$ cat src/rtl/param_datapath.sv
// Register file + ALU datapath with a two-stage issue/execute pipeline, operand forwarding,
// an iterative shift-add multiplier and an independent program counter.
module param_datapath #(
  parameter int DATA_W   = 16,
  parameter int NUM_REGS = 16,
  parameter int REG_AW   = $clog2(NUM_REGS),
  parameter int PC_W     = 10
) (
  input  logic              Clk,
  input  logic              Reset,
  input  logic              InValid,
  output logic              InReady,
  input  logic [2:0]        OpCode,
  input  logic [REG_AW-1:0] RegDst,
  input  logic [REG_AW-1:0] RegSrc,
  input  logic              UseImm,
  input  logic [DATA_W-1:0] Imm,
  output logic              OutValid,
  output logic [DATA_W-1:0] Result,
  output logic [3:0]        Flags,
  input  logic              PcEn,
  input  logic              PcLd,
  input  logic [PC_W-1:0]   PcIn,
  output logic [PC_W-1:0]   PcOut,
  input  logic [REG_AW-1:0] DbgAddr,
  output logic [DATA_W-1:0] DbgData
);

  localparam int CNT_W = $clog2(DATA_W) + 1;
  localparam int MSB   = DATA_W - 1;

  localparam logic [2:0] OP_ADD = 3'd0;
  localparam logic [2:0] OP_SUB = 3'd1;
  localparam logic [2:0] OP_AND = 3'd2;
  localparam logic [2:0] OP_OR  = 3'd3;
  localparam logic [2:0] OP_XOR = 3'd4;
  localparam logic [2:0] OP_MOV = 3'd5;
  localparam logic [2:0] OP_CMP = 3'd6;
  localparam logic [2:0] OP_MUL = 3'd7;

  typedef enum logic {ST_RUN, ST_MUL} state_t;

  // Returns {F, N, Z, C, result}; MUL is handled by the iterative unit, not here.
  function automatic logic [DATA_W+3:0] alu_eval(input logic [2:0] op,
                                                 input logic [DATA_W-1:0] a,
                                                 input logic [DATA_W-1:0] b);
    logic [DATA_W:0]   wide;
    logic [DATA_W-1:0] r;
    logic              c;
    logic              f;
    wide = '0;
    r    = '0;
    c    = 1'b0;
    f    = 1'b0;
    case (op)
      OP_ADD: begin
        wide = {1'b0, a} + {1'b0, b};
        r    = wide[DATA_W-1:0];
        c    = wide[DATA_W];
        f    = (a[MSB] == b[MSB]) && (r[MSB] != a[MSB]);
      end
      OP_SUB, OP_CMP: begin
        r = a - b;
        c = (a < b);
        f = (a[MSB] != b[MSB]) && (r[MSB] != a[MSB]);
      end
      OP_AND:  r = a & b;
      OP_OR:   r = a | b;
      OP_XOR:  r = a ^ b;
      OP_MOV:  r = b;
      default: r = '0;
    endcase
    return {f, r[MSB], (r == '0), c, r};
  endfunction

  state_t              state_q, state_d;
  logic                vld_p1_q, vld_p1_d;
  logic [2:0]          op_p1_q, op_p1_d;
  logic [REG_AW-1:0]   dst_p1_q, dst_p1_d;
  logic [DATA_W-1:0]   a_p1_q, a_p1_d;
  logic [DATA_W-1:0]   b_p1_q, b_p1_d;
  logic [DATA_W-1:0]   acc_q, acc_d;
  logic [DATA_W-1:0]   mcand_q, mcand_d;
  logic [DATA_W-1:0]   mplier_q, mplier_d;
  logic [CNT_W-1:0]    cnt_q, cnt_d;
  logic [DATA_W-1:0]   rf_q [NUM_REGS];
  logic [DATA_W-1:0]   rf_d [NUM_REGS];
  logic [DATA_W-1:0]   result_q, result_d;
  logic [3:0]          flags_q, flags_d;
  logic                out_vld_q, out_vld_d;
  logic [PC_W-1:0]     pc_q, pc_d;

  logic [DATA_W+3:0]   alu_out;
  logic [DATA_W-1:0]   step_sum;
  logic                wb_en;
  logic                rf_we;
  logic [DATA_W-1:0]   wb_res;
  logic [3:0]          wb_flags;
  logic                in_ready;
  logic                accept;

  always_comb begin
    state_d  = state_q;
    vld_p1_d = 1'b0;
    op_p1_d  = op_p1_q;
    dst_p1_d = dst_p1_q;
    a_p1_d   = a_p1_q;
    b_p1_d   = b_p1_q;
    acc_d    = acc_q;
    mcand_d  = mcand_q;
    mplier_d = mplier_q;
    cnt_d    = cnt_q;
    rf_d     = rf_q;
    result_d = result_q;
    flags_d  = flags_q;
    pc_d     = pc_q;

    // Stage E2: single-cycle ALU or one shift-add step of MUL
    alu_out  = alu_eval(op_p1_q, a_p1_q, b_p1_q);
    step_sum = acc_q + (mplier_q[0] ? mcand_q : '0);
    wb_en    = 1'b0;
    wb_res   = alu_out[DATA_W-1:0];
    wb_flags = alu_out[DATA_W+3:DATA_W];

    case (state_q)
      ST_RUN: begin
        if (vld_p1_q) begin
          if (op_p1_q == OP_MUL) begin
            // First partial product is taken here so DATA_W steps end DATA_W cycles after issue.
            acc_d    = b_p1_q[0] ? a_p1_q : '0;
            mcand_d  = a_p1_q << 1;
            mplier_d = b_p1_q >> 1;
            cnt_d    = CNT_W'(1);
            state_d  = ST_MUL;
          end else begin
            wb_en = 1'b1;
          end
        end
      end
      ST_MUL: begin
        if (cnt_q == CNT_W'(DATA_W - 1)) begin
          wb_en    = 1'b1;
          wb_res   = step_sum;
          wb_flags = {1'b0, step_sum[MSB], (step_sum == '0), 1'b0};
          state_d  = ST_RUN;
        end else begin
          acc_d    = step_sum;
          mcand_d  = mcand_q << 1;
          mplier_d = mplier_q >> 1;
          cnt_d    = cnt_q + CNT_W'(1);
        end
      end
      default: state_d = ST_RUN;
    endcase

    rf_we     = wb_en && (op_p1_q != OP_CMP);
    out_vld_d = wb_en;
    if (wb_en) begin
      result_d = wb_res;
      flags_d  = wb_flags;
    end
    if (rf_we) rf_d[dst_p1_q] = wb_res;

    // Stage E1: operand fetch with forwarding from the E2 writeback
    in_ready = (state_q == ST_RUN) && !(vld_p1_q && (op_p1_q == OP_MUL));
    accept   = InValid && in_ready;
    if (accept) begin
      vld_p1_d = 1'b1;
      op_p1_d  = OpCode;
      dst_p1_d = RegDst;
      a_p1_d   = (rf_we && (dst_p1_q == RegDst)) ? wb_res : rf_q[RegDst];
      if (UseImm)
        b_p1_d = Imm;
      else
        b_p1_d = (rf_we && (dst_p1_q == RegSrc)) ? wb_res : rf_q[RegSrc];
    end

    if (PcLd)
      pc_d = PcIn;
    else if (PcEn)
      pc_d = pc_q + PC_W'(1);
  end

  always_ff @(posedge Clk) begin
    if (!Reset) begin
      state_q   <= ST_RUN;
      vld_p1_q  <= 1'b0;
      cnt_q     <= '0;
      result_q  <= '0;
      flags_q   <= '0;
      out_vld_q <= 1'b0;
      pc_q      <= '0;
      for (int i = 0; i < NUM_REGS; i++) rf_q[i] <= '0;
    end else begin
      state_q   <= state_d;
      vld_p1_q  <= vld_p1_d;
      cnt_q     <= cnt_d;
      result_q  <= result_d;
      flags_q   <= flags_d;
      out_vld_q <= out_vld_d;
      pc_q      <= pc_d;
      rf_q      <= rf_d;
    end
  end

  // Operand and multiplier datapath registers are qualified by the control state above.
  always_ff @(posedge Clk) begin
    op_p1_q  <= op_p1_d;
    dst_p1_q <= dst_p1_d;
    a_p1_q   <= a_p1_d;
    b_p1_q   <= b_p1_d;
    acc_q    <= acc_d;
    mcand_q  <= mcand_d;
    mplier_q <= mplier_d;
  end

  assign InReady  = in_ready;
  assign OutValid = out_vld_q;
  assign Result   = result_q;
  assign Flags    = flags_q;
  assign PcOut    = pc_q;
  assign DbgData  = rf_q[DbgAddr];

endmodule

$ cat config.mk
export PLATFORM = sky130hd
export DESIGN_NAME = param_datapath
export DESIGN_NICKNAME = d
export VERILOG_FILES = /design/src/rtl/param_datapath.sv
export SDC_FILE = /design/constraint.sdc
export NUM_CORES = 1
export LEC_CHECK = 0
export CAP_MARGIN = 20
export CORE_ASPECT_RATIO = 0.5
export CORE_MARGIN = 4
export CORE_UTILIZATION = 56
export DETAILED_ROUTE_END_ITERATION = 10
export PLACE_DENSITY = 0.8
export REMOVE_ABC_BUFFERS = 1
export SLEW_MARGIN = 20
export SYNTH_ARGS = -nofsm -noshare
export SYNTH_HDL_FRONTEND = slang
export SYNTH_SLANG_ARGS = --single-unit
$ cat constraint.sdc
create_clock -name Clk -period 3.2 [get_ports Clk]
set_input_delay 0.48 -clock Clk [delete_from_list [all_inputs] [get_ports Clk]]
set_output_delay 0.48 -clock Clk [all_outputs]
set_load 0.01 [all_outputs]
==> metrics <==
final non-filler cell total=between 3,000 and 4,000; area leader, netlist=dfxtp_1; Ports=95; Worst Hold Path EP=dst_p1_q[0]; post-synth top area share=24.1%; Sw Ratio=29.4%; Leakage=0.0107 uW; Setup-failing EPs final=5; die height=between 150 and 200 um; endpoint type of the worst setup path=register; NumNets Final=2,762; Seq pwr share=around 43%; met2 routed wirelength=between 30,000 and 40,000 um; via/cell ratio=around 6.7; DP Cell Count=around 3,200; hold_buf cts=0; Reg2Reg Setup Slack=-0.04 ns; vias in the first global route=20,800; Final Hold Violating Endpoints=0; post-layout util=68.9%; Post-Synth Adder-Cell Area=around 3.8%; initial DRC count=3,316; final period utilization=101%; max incr delay on CP=0.41 ns; setup tns final=-0.0738 ns; number of flops mapped to enable cells by yosys=between 80 and 90; critical path type=reg -> reg; drt first pass iters=6; switching power=3480 uW; Syn Area/Cell=a little under 10 um^2; layout cells sized above 1=between 20% and 30%; mapped cell area=24,300 um^2; Clk pwr share=36.0%; setup ws final=-0.0377 ns; root buffer cell=clkbuf_16; Overflow after GRT=0; Worst slew margin=34.0%; GP Congestion=0.983; sequential share of the synthesized area=34.7%; most common flop cell mapped by yosys=dfxtp_1; Peak VDD IR=around 0.31 mV; internal power=8330 uW; die width=around 300 um; power per cell area=about 400 nW/um^2; violated checks=negative setup slack; first-pass GRT wire length=122,000 um; Distinct cells, synth=91; Synth Area in XOR/XNOR=1.23%; final wirelength=roughly 80,000 um; Yosys warnings=0; Hold Crit Class=in -> reg; main combinational cell family by area after synthesis=multiplexers; synth-to-layout area growth=20.1%; minimum clock period=3.24 ns; mux contribution to synthesized area=about a quarter; status=complete, but fails checks; clk_lat worst skew=0.57 ns; met3 wire length=10,400 um; Mapped Cells=2,452; Worst-Margin Slew=a little under 1 ns; initial antenna violation count=1; Synth area leaders=dfxtp_1, mux4_2, edfxtp_1, nand2_1, a21boi_0; Post-Place Worst Slack=-0.216 ns; Crit path arrival time=3.55 ns; Synth Area in Compound Gates=16.0%; hold path depth=2; maximum root-to-sink buffer count=3; CP max stage cell=a2111o_1; Die Area=47,000 um^2; Design Area, Final=29,200 um^2; R2R depth=12; Max-Cap Viols=0; row count=53; CP cell instances=ha_2, inv_2, fa_2, and2b_1, o2111a_2, nor4_4, o31ai_2, mux2i_1, a2111o_1, o21ai_2, o21ai_1, mux2_4; Post-DRT Antenna Nets=0; wire per inst=25.1 um; Initial Util=57.3%; # clock sinks=about 380; clock transition at the registers of the reported paths=0.07 ns; H-Tree Level Count=2; placed wire-length estimate=55,900 um; RR Endpoint=b_p1_q[14]; top layer in use=met5; RSZ-0062 raised after global routing=yes; hold path start=RegDst[0]; Async SR Flop Fraction=0%; Clock Skews=0.0286 ns; TritonCTS Buffers=36; CP Max Fanout=3; worst reg2reg path startpoint=b_p1_q[0]; delay-heaviest family, CP=compound AO/OA/AOI/OAI gates; WP buf/inv=1; Fmax achieved=0.309 GHz; number of remaining DRC errors=0; via count=21,700; flops & latches, synth=378; Worst Setup Start Kind=register; CTS tree=built; Pins Over Slew Limit=0; WP data required=3.51 ns; Placement Cell Area=27,200 um^2; Comb pwr share=21.0%; WL met1=30,300 um; Synth Area in Simple Gates=16.0%; number of buffers added on ports=94; largest net degree at the start of global routing=194; Core Area=approximately 42,000 um^2; GRT Util Overall=34.0%
worst max-delay path by stage:
| stage | cells past startpoint | slack, ns | startpoint | end |
|---|---|---|---|---|
| floorplan | 6 | -0.96 | state_q | cnt_q[3] |
| global placement | 13 | -0.15 | a_p1_q[0] | a_p1_q[14] |
| detailed placement | 13 | -0.22 | a_p1_q[0] | a_p1_q[14] |
| CTS | 13 | -0.005 | a_p1_q[0] | b_p1_q[14] |
| global route | 12 | -0.16 | b_p1_q[0] | b_p1_q[14] |
| finish | 12 | -0.04 | b_p1_q[0] | b_p1_q[14] |
cell usage in the layout, fill, tap and decap left out, drive strengths merged, types with 23 or more instances in the layout:
cell           synthesis  routed
nand2                529     529
dfxtp                293     293
buf                   66     264
mux4                 237     237
a21boi               170     170
o21ai                155     155
nor2                  92      92
clkdlybuf4s50          0      86
edfxtp                85      85
nand3                 71      71
ha                    68      68
and2                  64      64
a21oi                 58      58
inv                   55      56
clkbuf               131      53
o31ai                 32      32
mux2i                 29      29
a211oi                24      24
nor2b                 23      23
xor2                  23      23
metrics by stage:
stage	power [uW]	hold WS [ns]
finish	11800	0.441
global route	12200	0.449
CTS	11600	0.444
detailed placement	7370	0.458
global placement	7340	0.452
floorplan	6210	0.451
cells in the mapped netlist (9+ instances only):
library cell,number
nand2_1,528
dfxtp_1,293
mux4_2,237
o21ai_0,150
clkbuf_1,129
a21boi_0,128
nor2_1,89
edfxtp_1,85
nand3_1,71
ha_1,68
and2_1,63
a21oi_1,53
inv_1,53
a21boi_1,42
buf_2,36
o31ai_1,31
mux2i_1,25
xor2_1,23
nor2b_1,22
nor3_1,22
a211oi_1,20
buf_1,20
o211a_1,18
mux2_2,16
nand4_1,14
a21o_1,13
nand2b_1,13
xnor2_1,11
a31oi_1,9
routing by layer:
layer	vias up	GRT usage [%]
li1	9375	-
met1	10500	45.4
met2	1538	52.3
met3	335	9.12
met4	2	15.6
met5	-	0
registers in the layout, summed over array words and instances, names as in the netlist:
register and flops:
Flags 4, mcand_q 15, acc_q 16, cnt_q 5
vld_p1_q 1, OutValid 1, state_q 1, op_p1_q 3
b_p1_q 16, mplier_q 15, a_p1_q 16, PcOut 10
rf_q 256, Result 15, dst_p1_q 4
power groups by stage:
stage,sequential (uW),clock (uW),combinational [uW]
global route,5090,4470,2600
detailed placement,5180,0,2190
floorplan,5180,0,1030
CTS,5070,4240,2260
finish,5080,4250,2480
global placement,5170,0,2170
worst reg2reg max path: stages (launching register included):
cell and delay (ns):
edfxtp_1 0.38, ha_2 0.21, inv_2 0.05, fa_2 0.36, and2b_1 0.24, o2111a_2 0.27
nor4_4 0.07, o31ai_2 0.36, mux2i_1 0.17, a2111o_1 0.41, o21ai_2 0.11, o21ai_1 0.12
mux2_4 0.27
layout make-up:
class | count | area [um^2]
antenna | 1 | 2.50
clock buffer | 52 | 1040
clock inverter | 12 | 90.1
fill | 3041 | 13200
timing repair buffer | 351 | 3220
multi-input combinational | 1821 | 15500
sequential | 378 | 8420
tap | 577 | 722
inverter | 56 | 210
repair_timing:
action | in CTS | in global routing
endpoints found under the setup margin | 66 | 226
gates cloned | 0 | 1
setup buffers | 10 | 12
pin swaps | 13 | 43
gates resized for setup | 27 | 137
kinds of logic (layout without fill, tap and decap cells):
group | after synthesis | after routing
AO/OA/AOI/OAI | 559 | 559
XOR/XNOR | 34 | 34
adder cells (fa/ha/maj) | 71 | 71
buffers and inverters | 253 | 471
flip-flops | 378 | 378
multiplexers | 282 | 282
other | 0 | 1
AND/OR/NAND/NOR | 875 | 875
Power figures use the tool's default switching activity.
